### src/rtl/cpu4_instr_sequencer_if.sv
// Instruction/result bus between the sequencer and the 4-bit accumulator CPU.
// master: sequencer side (drives CPU instruction pins and result stream).
// slave : CPU/consumer side (drives accumulator value and result ready).
//   cpu_opcode/cpu_addr/cpu_data/cpu_we : instruction presented to the CPU
//   cpu_acc                             : CPU accumulator readback
//   res_valid/res_ready/res_data/res_pc : captured result stream
interface cpu4_instr_sequencer_if;
  logic [3:0] cpu_opcode;
  logic [3:0] cpu_addr;
  logic [3:0] cpu_data;
  logic       cpu_we;
  logic [3:0] cpu_acc;
  logic       res_valid;
  logic       res_ready;
  logic [3:0] res_data;
  logic [3:0] res_pc;

  modport master (
    output cpu_opcode, cpu_addr, cpu_data, cpu_we,
    output res_valid, res_data, res_pc,
    input  cpu_acc, res_ready
  );

  modport slave (
    input  cpu_opcode, cpu_addr, cpu_data, cpu_we,
    input  res_valid, res_data, res_pc,
    output cpu_acc, res_ready
  );
endinterface

### src/rtl/cpu4_instr_sequencer.sv
// Instruction sequencer for the 4-bit accumulator CPU: steps through a
// 16-entry program store, presents each instruction on the CPU pins, waits
// CPU_LAT cycles, captures the accumulator and streams it out with its pc.
// Ports:
//   clk, rst                      : clock, synchronous active-high reset
//   prog_we/prog_addr/prog_word   : program-store write (ignored while busy)
//   prog_len                      : instruction count, sampled on start
//   start                         : run request (level sampled)
//   busy, done                    : run in progress / one-cycle end pulse
//   bus (master)                  : CPU instruction pins and result stream
// Optional feature: define SEQ_LOOP_EN to repeat the program until a
// start-while-busy stop request or a HALT.
module cpu4_instr_sequencer #(
  parameter int unsigned CPU_LAT = 3
) (
  input  logic                          clk,
  input  logic                          rst,
  input  logic                          prog_we,
  input  logic [3:0]                    prog_addr,
  input  logic [11:0]                   prog_word,
  input  logic [4:0]                    prog_len,
  input  logic                          start,
  output logic                          busy,
  output logic                          done,
  cpu4_instr_sequencer_if.master        bus
);

  localparam int unsigned PC_W  = 4;
  localparam int unsigned LEN_W = 5;
  localparam int unsigned CNT_W = 4;
  localparam int unsigned WRD_W = 12;
  localparam logic [3:0]  OP_NOP   = 4'hF;
  localparam logic [3:0]  OP_STORE = 4'h2;

  typedef enum logic [2:0] {S_IDLE, S_ISSUE, S_WAIT, S_EMIT, S_DONE} state_t;

  state_t             state;
  logic [PC_W-1:0]    pc;
  logic [LEN_W-1:0]   len;
  logic [CNT_W-1:0]   cnt;
  logic [WRD_W-1:0]   mem [16];
`ifdef SEQ_LOOP_EN
  logic               stop;
`endif

  logic [LEN_W-1:0]   len_clamped_c;
  logic               last_c;
  logic [PC_W-1:0]    fetch_addr_c;
  logic [WRD_W-1:0]   fetch_word_c;

  // Program store: no reset, contents survive rst
  always_ff @(posedge clk) begin
    if (prog_we && !busy) mem[prog_addr] <= prog_word;
  end

  assign len_clamped_c = (prog_len > 5'd16) ? 5'd16 : prog_len;
  assign last_c        = ({1'b0, pc} == (len - 5'd1));
  // Next instruction: pc+1 while mid-program, otherwise entry 0 (start or loop)
  assign fetch_addr_c  = (state == S_EMIT && !last_c) ? (pc + 4'd1) : 4'd0;
  assign fetch_word_c  = mem[fetch_addr_c];

  // Sequencer FSM with registered outputs
  always_ff @(posedge clk) begin
    if (rst) begin
      state          <= S_IDLE;
      pc             <= '0;
      len            <= '0;
      cnt            <= '0;
      busy           <= 1'b0;
      done           <= 1'b0;
      bus.res_valid  <= 1'b0;
      bus.res_data   <= '0;
      bus.res_pc     <= '0;
      bus.cpu_opcode <= OP_NOP;
      bus.cpu_addr   <= '0;
      bus.cpu_data   <= '0;
      bus.cpu_we     <= 1'b0;
`ifdef SEQ_LOOP_EN
      stop           <= 1'b0;
`endif
    end else begin
      done <= 1'b0;
`ifdef SEQ_LOOP_EN
      if (busy && start) stop <= 1'b1;
`endif
      case (state)
        S_IDLE: begin
          if (start) begin
            busy <= 1'b1;
            if (len_clamped_c != '0) begin
              pc    <= '0;
              len   <= len_clamped_c;
              state <= S_ISSUE;
              {bus.cpu_opcode, bus.cpu_addr, bus.cpu_data} <= fetch_word_c;
              bus.cpu_we <= (fetch_word_c[11:8] == OP_STORE);
            end else begin
              state <= S_DONE;
              done  <= 1'b1;
            end
          end
        end
        S_ISSUE: begin
          if (bus.cpu_opcode == OP_NOP) begin
            // HALT: end the run without producing a result
            state          <= S_DONE;
            done           <= 1'b1;
            bus.cpu_opcode <= OP_NOP;
            bus.cpu_addr   <= '0;
            bus.cpu_data   <= '0;
            bus.cpu_we     <= 1'b0;
          end else begin
            cnt   <= CNT_W'(CPU_LAT - 1);
            state <= S_WAIT;
          end
        end
        S_WAIT: begin
          if (cnt == '0) begin
            bus.res_data  <= bus.cpu_acc;
            bus.res_pc    <= pc;
            bus.res_valid <= 1'b1;
            bus.cpu_we    <= 1'b0;
            state         <= S_EMIT;
          end else begin
            cnt <= cnt - 4'd1;
          end
        end
        S_EMIT: begin
          if (bus.res_ready) begin
            bus.res_valid <= 1'b0;
`ifdef SEQ_LOOP_EN
            if (stop) begin
`else
            if (last_c) begin
`endif
              state          <= S_DONE;
              done           <= 1'b1;
              bus.cpu_opcode <= OP_NOP;
              bus.cpu_addr   <= '0;
              bus.cpu_data   <= '0;
              bus.cpu_we     <= 1'b0;
            end else begin
              // fetch_addr_c wraps to 0 after the last entry (loop build only)
              pc    <= fetch_addr_c;
              state <= S_ISSUE;
              {bus.cpu_opcode, bus.cpu_addr, bus.cpu_data} <= fetch_word_c;
              bus.cpu_we <= (fetch_word_c[11:8] == OP_STORE);
            end
          end
        end
        S_DONE: begin
          busy  <= 1'b0;
          state <= S_IDLE;
`ifdef SEQ_LOOP_EN
          stop  <= 1'b0;
`endif
        end
        default: state <= S_IDLE;
      endcase
    end
  end

endmodule

### src/flat_wrapper.sv
// flat-port wrapper written by rule: the top's interface ports become plain ports
module cpu4_instr_sequencer_flat 
#(
  parameter int unsigned CPU_LAT = 3
)
  (clk, rst, prog_we, prog_addr, prog_word, prog_len, start, busy, done, bus_cpu_opcode, bus_cpu_addr, bus_cpu_data, bus_cpu_we, bus_res_valid, bus_res_data, bus_res_pc, bus_cpu_acc, bus_res_ready);
  cpu4_instr_sequencer_if bus_i ();
  input  logic clk;
  input  logic rst;
  input  logic prog_we;
  input  logic [3:0] prog_addr;
  input  logic [11:0] prog_word;
  input  logic [4:0] prog_len;
  input  logic start;
  output logic busy;
  output logic done;
  output wire logic [$bits(bus_i.cpu_opcode)-1:0] bus_cpu_opcode;
  output wire logic [$bits(bus_i.cpu_addr)-1:0] bus_cpu_addr;
  output wire logic [$bits(bus_i.cpu_data)-1:0] bus_cpu_data;
  output wire logic [$bits(bus_i.cpu_we)-1:0] bus_cpu_we;
  output wire logic [$bits(bus_i.res_valid)-1:0] bus_res_valid;
  output wire logic [$bits(bus_i.res_data)-1:0] bus_res_data;
  output wire logic [$bits(bus_i.res_pc)-1:0] bus_res_pc;
  input wire logic [$bits(bus_i.cpu_acc)-1:0] bus_cpu_acc;
  input wire logic [$bits(bus_i.res_ready)-1:0] bus_res_ready;
  assign bus_cpu_opcode = bus_i.cpu_opcode;
  assign bus_cpu_addr = bus_i.cpu_addr;
  assign bus_cpu_data = bus_i.cpu_data;
  assign bus_cpu_we = bus_i.cpu_we;
  assign bus_res_valid = bus_i.res_valid;
  assign bus_res_data = bus_i.res_data;
  assign bus_res_pc = bus_i.res_pc;
  assign bus_i.cpu_acc = bus_cpu_acc;
  assign bus_i.res_ready = bus_res_ready;
  cpu4_instr_sequencer #(.CPU_LAT(CPU_LAT)) u_core (.clk(clk), .rst(rst), .prog_we(prog_we), .prog_addr(prog_addr), .prog_word(prog_word), .prog_len(prog_len), .start(start), .busy(busy), .done(done), .bus(bus_i));
endmodule
### config.mk
export PLATFORM = sky130hd
export DESIGN_NAME = cpu4_instr_sequencer_flat
export DESIGN_NICKNAME = d
export VERILOG_FILES = /design/src/rtl/cpu4_instr_sequencer_if.sv /design/src/rtl/cpu4_instr_sequencer.sv /design/src/flat_wrapper.sv
export SDC_FILE = /design/constraint.sdc
export NUM_CORES = 1
export LEC_CHECK = 0
export ABC_CLOCK_PERIOD_IN_PS = 2900
export BUFFER_PORTS_ARGS = -buffer_cell sky130_fd_sc_hd__buf_2
export CAP_MARGIN = 5
export CORE_ASPECT_RATIO = 1.25
export CORE_MARGIN = 3
export CORE_UTILIZATION = 38
export CTS_CLUSTER_DIAMETER = 60
export CTS_CLUSTER_SIZE = 8
export DETAILED_ROUTE_END_ITERATION = 6
export HOLD_SLACK_MARGIN = 0.03
export PLACE_DENSITY = 0.57
export SLEW_MARGIN = 10
export SYNTH_ARGS = -nofsm -noshare
export SYNTH_HDL_FRONTEND = slang
export SYNTH_SLANG_ARGS = --single-unit
### constraint.sdc
create_clock -name clk -period 2.9 [get_ports clk]
set_input_delay 0.58 -clock clk [delete_from_list [all_inputs] [get_ports clk]]
set_output_delay 0.58 -clock clk [all_outputs]
set_load 0.1 [all_outputs]
[Yosys cells after proc, flatten, opt, wreduce, memory -nomap -nowiden]
Memory sizes are Yosys's and may differ from the RTL's.
Index checks and enable logic that the tools add are counted.
Operators by class
  bitwise logic cells: 0
  divide/modulo/power cells: 0
  multiplexer cells: 54
  $mul: 0
  eq/ne operators: 15
  add/subtract/negate cells: 3
  order comparisons: 1
  reduce and logical (&&, ||, !) cells: 22
  shifts and indexed selects: 0
Operator list (count)
  $mux 4: 21
  $pmux 4 s3: 3
  $mux 3: 6
  $mux 1: 16
  $pmux 4 s2: 2
  $pmux 3 s4: 1
  $reduce_and 3->1: 4
  $ne 2x2->1 const B: 5
  $reduce_and 5->1: 2
  $reduce_bool 2->1: 4
  $eq 3x2->1 const B: 2
  $ne 2x1->1 const B: 3
  $reduce_and 6->1: 1
  $eq 4x5->1: 1
  $gt 5x5->1 const B: 1
  $mux 5: 1
  $reduce_bool 5->1: 1
  $sub 5x1->5 const B: 1
  $add 4x1->4 const B: 1
  $eq 4x2->1 const B: 1
  $eq 4x4->1 const B: 1
  $logic_not 4->1: 1
  $pmux 1 s2: 2
  $pmux 1 s4: 1
  10 further kinds: 13
Storage, ports and cells
  latch bits: 0
  bits in registers: 40
  bits in read-only memories: 0
  word-level logic and storage cells: 109
  input port bits: 30
  RAM bits: 192
  memories: 1
Memory list
  u_core.mem: depth 16, bits a word 12, rd ports 1, clocked after memory_dff 0, write ports 1, line cpu4_instr_sequencer.sv:41  | logic [WRD_W-1:0] mem [16];

[Logic depth before layout (Yosys ltp)]
An unclocked memory read counts as a cell.
  word-level depth: 10
  gate-level depth with buffers: 13

[Worst setup path after synthesis]
OpenSTA, ideal clock, no wires.
  path type: register to register
  start: register u_core.bus.cpu_opcode[0]
  end: register u_core.bus.cpu_addr[0]
  clock period less this slack: 2.729 ns
  setup slack: 0.171 ns
  setup time: 0.061 ns
  cell stages (with the launch flop): 10
  arrival: 2.668 ns
  path buffers: 1
  cell sequence: dfxtp_1 nand4_1 o21ai_0 a22oi_1 nor2_1 o21ai_1 or3_1 clkbuf_1 nor3_1 a211o_1
Between the ends
  word-level cells in the longest chain between the ends: 3
RTL lines
  start: declaration: line cpu4_instr_sequencer_if.sv:19  | output cpu_opcode, cpu_addr, cpu_data, cpu_we,
  start signal: assignment: line cpu4_instr_sequencer.sv:94  | {bus.cpu_opcode, bus.cpu_addr, bus.cpu_data} <= fetch_word_c;
  start signal: assignment: line cpu4_instr_sequencer.sv:145  | {bus.cpu_opcode, bus.cpu_addr, bus.cpu_data} <= fetch_word_c;
  $eq 4x4->1: line cpu4_instr_sequencer.sv:103  | if (bus.cpu_opcode == OP_NOP) begin
  $ne 2x1->1 (no source line)
  $reduce_and 5->1 (no source line)
  end signal: assignment: line cpu4_instr_sequencer.sv:94
  end signal: assignment: line cpu4_instr_sequencer.sv:145
  end: declaration: line cpu4_instr_sequencer_if.sv:19
No other way between the ends.
A chain may end at the register's enable or synchronous reset.

[Final worst setup path]
  start: register u_core.len[1]
  end: register u_core.bus.cpu_addr[2]
Between the ends
  word-level cells in the longest chain between the ends: 9
RTL lines
  start: declaration: line cpu4_instr_sequencer.sv:39  | logic [LEN_W-1:0] len;
  start signal: assignment: line cpu4_instr_sequencer.sv:92  | len <= len_clamped_c;
  $sub 5x1->5 *: line cpu4_instr_sequencer.sv:57  | assign last_c = ({1'b0, pc} == (len - 5'd1));
  $eq 4x5->1 *: line cpu4_instr_sequencer.sv:57
  $logic_not 1->1: line cpu4_instr_sequencer.sv:59  | assign fetch_addr_c = (state == S_EMIT && !last_c) ? (pc + 4'd1) : 4'd0;
  $logic_and 1x1->1: line cpu4_instr_sequencer.sv:59
  $mux 4: line cpu4_instr_sequencer.sv:59
  $mem_v2 16x12
  $mux 4 (on tied branches): line cpu4_instr_sequencer.sv:133, cpu4_instr_sequencer.sv:90
  $mux 4 (on tied branches): line cpu4_instr_sequencer.sv:128, cpu4_instr_sequencer.sv:88
  $pmux 4 s3 *: line cpu4_instr_sequencer.sv:86  | case (state)
Mark *: on every way between the ends. The rest lies on a longest branch, timed or not. The select of a mux whose other input is x is not followed.

==> reports/results.tsv <==
metric	value	unit
Post-Synth Simple-Gate Area	0.0860	
Hold WC Path Type	in2reg	
clk root buf	clkbuf_16	
Max Slew Vio Count	0	
syn_area_per_cell	13.9	um2
XOR/XNOR share of the synthesized area	0.00914	
GP Congestion	0.855	
vias in the first global route	6064	
worst reg2reg path endpoint	u_core.bus.cpu_addr[2]	
crit-path cells	inv_1 > ha_2 > xor2_1 > o32ai_2 > o2111a_2 > nor3_4 > buf_12 > buf_6 > buf_4 > buf_4 > o21ai_0 > a21oi_1 > a211o_1	
cell accounting for the most synthesized area	edfxtp_1	
Final HPWL DP	15000	um
core area	24700	um2
H-tree depth	2	
mux cell area share after synthesis	0.0846	
WP buf/inv	5	
Startpoint Class	flip-flop	
largest net degree at the start of global routing	74	
Worst Path Required	3.28	ns
ANT nets after route	0	
hold depth	3	
Sink Count	232	
Mapped Area	9580	um2
top-area cell type share of the netlist area	0.602	
Post-synth EDFFs	192	
CP Class	reg2reg	
Die Width	148	um
Sum Neg Setup Slack	0	ns
Worst Skew	0.0122	ns
delay-heaviest family, CP	compound AO/OA/AOI/OAI gates	
Initial DRT Pass Iterations	5	
cell row count	64	
Max Fclk	367	MHz
Power Density	754	nW/um2
clock slew at reported path FFs	0.05	ns
worst-margin pin slew	0.663	ns
total wire length	23600	um
FF-to-FF setup slack	0.18	ns
Setup crit end kind	flip-flop	
post-synthesis async set-or-reset flop share	0	
area grow syn2layout	21.1	%
post-synthesis sequential area ratio	0.685	
Area contributors post-synth	edfxtp_1 60%, dfxtp_1 8.4%, mux2_2 3.6%	
Max-slew headroom	0.557	
Min Hold Slack	0.328	ns
GR Util All Layers	0.168	
die footprint	27200	um2
Synth Area in Adders	0.00392	
maximum fanout along the worst path	12	
post-synthesis cell type count	58	
initial antenna violation count	1	
via count	6105	
initial DRC count	373	
fin crit period	2.72	ns
die span in y	184	um
Synth Flop Type	edfxtp_1	
P_leak	0.00403	uW
syn_nets	724	
DR DRC count	0	
Synth Area in Compound Gates	0.105	
worst-skew pair later-pin latency	0.49	ns
cells after synthesis	691	
Hold Path End	u_core.bus.res_data[3]	
most used cell, CP	buf_4	
CTS tree	yes	
Yosys reg bits	232	
CP arrival	3.11	ns
total number of yosys warnings	0	
fin crit share	0.939	
Slowest cell on crit path	dfxtp_1	
Diodes inserted	0	
Nets	827	
largest family of logic cells by synthesized area	compound AO/OA/AOI/OAI gates	
Worst Reg2Reg Path Length in Cells	13	
Initial Utilization	0.389	
slowest stage delay, CP	0.35	ns
final hold violations	0	
clock buffer depth	3	
vias per std cell	5.31	
overflow left after global routing	0	
IO buf count	53	
hold path start	bus_cpu_acc[3]	
worst-case vdd ir drop	0.604	mV
MaxCap Viol Count	0	
IO Count	54	
worst r2r src	u_core.len[1]	
drt wl/cell	20.6	um
layout cells sized above 1	0.245	
status	finished clean	
first-pass GRT wire length	35000	um
clock buffer count from CTS	35	
final setup vio count	0	
## cell type report
type                       instances  area, um2
multi-input combinational        403       2810
clock buffer                      60       1000
tap                              330        413
timing repair buffer             106        722
sequential                       232       6570
clock inverter                     3       33.8
inverter                          16       60.1
fill                            2232      13100
## state kept, by name, summed over array words and instances (netlist names)
register	count
u_core.done	1
u_core.bus.res_data	4
u_core.len	5
u_core.bus.res_pc	4
u_core.bus.cpu_opcode	4
u_core.state	3
u_core.bus.cpu_addr	4
u_core.bus.res_valid	1
u_core.bus.cpu_we	1
u_core.cnt	4
u_core.bus.cpu_data	4
u_core.mem	192
u_core.pc	4
u_core.busy	1
## cell usage after synthesis, types with 2 or more instances
cell type,n
edfxtp_1,192
nor2_1,62
a21oi_1,48
dfxtp_1,40
o21ai_0,34
nand2_1,32
mux2_2,31
mux2i_1,27
a211oi_1,22
clkbuf_1,21
nor3_1,18
inv_1,15
nand2b_1,11
a221oi_1,10
nand3b_1,9
a211o_1,8
a2bb2oi_1,8
mux4_2,8
nand3_1,8
xor2_1,8
buf_2,7
and3_1,5
buf_1,5
buf_4,5
or3_1,5
a31oi_1,4
ha_1,3
nand4_1,3
nand4b_1,3
o21ai_1,3
o22ai_1,3
a22oi_1,2
buf_6,2
o31ai_1,2
o32ai_1,2
or2_1,2
xnor2_1,2
## what timing repair did
action,4_1_cts,5_1_grt
setup buffers,0,9
resized for setup,0,6
hold buffers,0,0
endpoints found under the setup margin,0,10
## metal layers
metal,part of all wire,vias up,GRT usage
met5,0.00068,-,0
met4,0.017,2,0.0414
met3,0.051,38,0.0375
met2,0.52,172,0.301
met1,0.41,3032,0.208
li1,-,2861,-
## metrics by stage
step                area, um2  setup WS, ns  utilization  std cells  total power [uW]
floorplan                9580         0.171            -        691              4760
global placement        10400         0.161        0.423       1077              5070
detailed placement      10400        0.0868        0.423       1077              5090
CTS                     11500        0.0669        0.465       1140              8830
global route            11600      -0.00475        0.470       1150              9090
finish                  11600         0.177        0.470       1150              8750
## worst max path at each step
stage / to / start / slack, ns / cells past startpoint
floorplan: u_core.bus.cpu_addr[0] / u_core.bus.cpu_opcode[0] / 0.17 / 9
finish: u_core.bus.cpu_addr[2] / u_core.len[1] / 0.18 / 13
global placement: u_core.bus.cpu_opcode[0] / u_core.len[1] / 0.16 / 11
CTS: u_core.bus.cpu_opcode[0] / u_core.len[1] / 0.07 / 11
global route: u_core.bus.cpu_addr[0] / u_core.len[1] / -0.005 / 11
detailed placement: u_core.bus.cpu_opcode[0] / u_core.len[1] / 0.09 / 11
## cell usage in the layout, fill, tap and decap left out, types with 10 or more instances in the layout
cell       synthesis  layout
clkbuf_16          0      37
clkbuf_1          21      23
a211oi_1          22      20
inv_1             15      15
buf_4              5      48
mux2i_1           27      27
nand2b_1          11      11
a21oi_1           48      48
nor3_1            18      14
nand2_1           32      32
nor2_1            62      62
a221oi_1          10      10
buf_2              7      53
edfxtp_1         192     192
mux2_2            31      31
o21ai_0           34      34
dfxtp_1           40      39
## logic make-up (layout without fill, tap and decap cells)
| group | Yosys count | in the layout |
|---|---|---|
| fa+ha+maj | 3 | 3 |
| simple gates | 167 | 167 |
| flops | 232 | 232 |
| xor+xnor | 10 | 10 |
| mux | 67 | 67 |
| buf+inv | 56 | 185 |
| compound gates | 156 | 156 |
## worst reg2reg max path, cell delays in order (launching register included)
cell and delay [ns]:
dfxtp_1 0.35, inv_1 0.06, ha_2 0.19, xor2_1 0.15, o32ai_2 0.28, o2111a_2 0.30
nor3_4 0.07, buf_12 0.16, buf_6 0.14, buf_4 0.14, buf_4 0.16, o21ai_0 0.23
a21oi_1 0.10, a211o_1 0.28
## where the power goes
part | total [uW] | switching, uW | internal (uW)
Combinational | 1210 | 897 | 311
Sequential | 3830 | 90.7 | 3740
Clock | 3710 | 1370 | 2340
Total | 8750 | 2360 | 6390
Note: power is estimated with default switching activity, not from simulation.
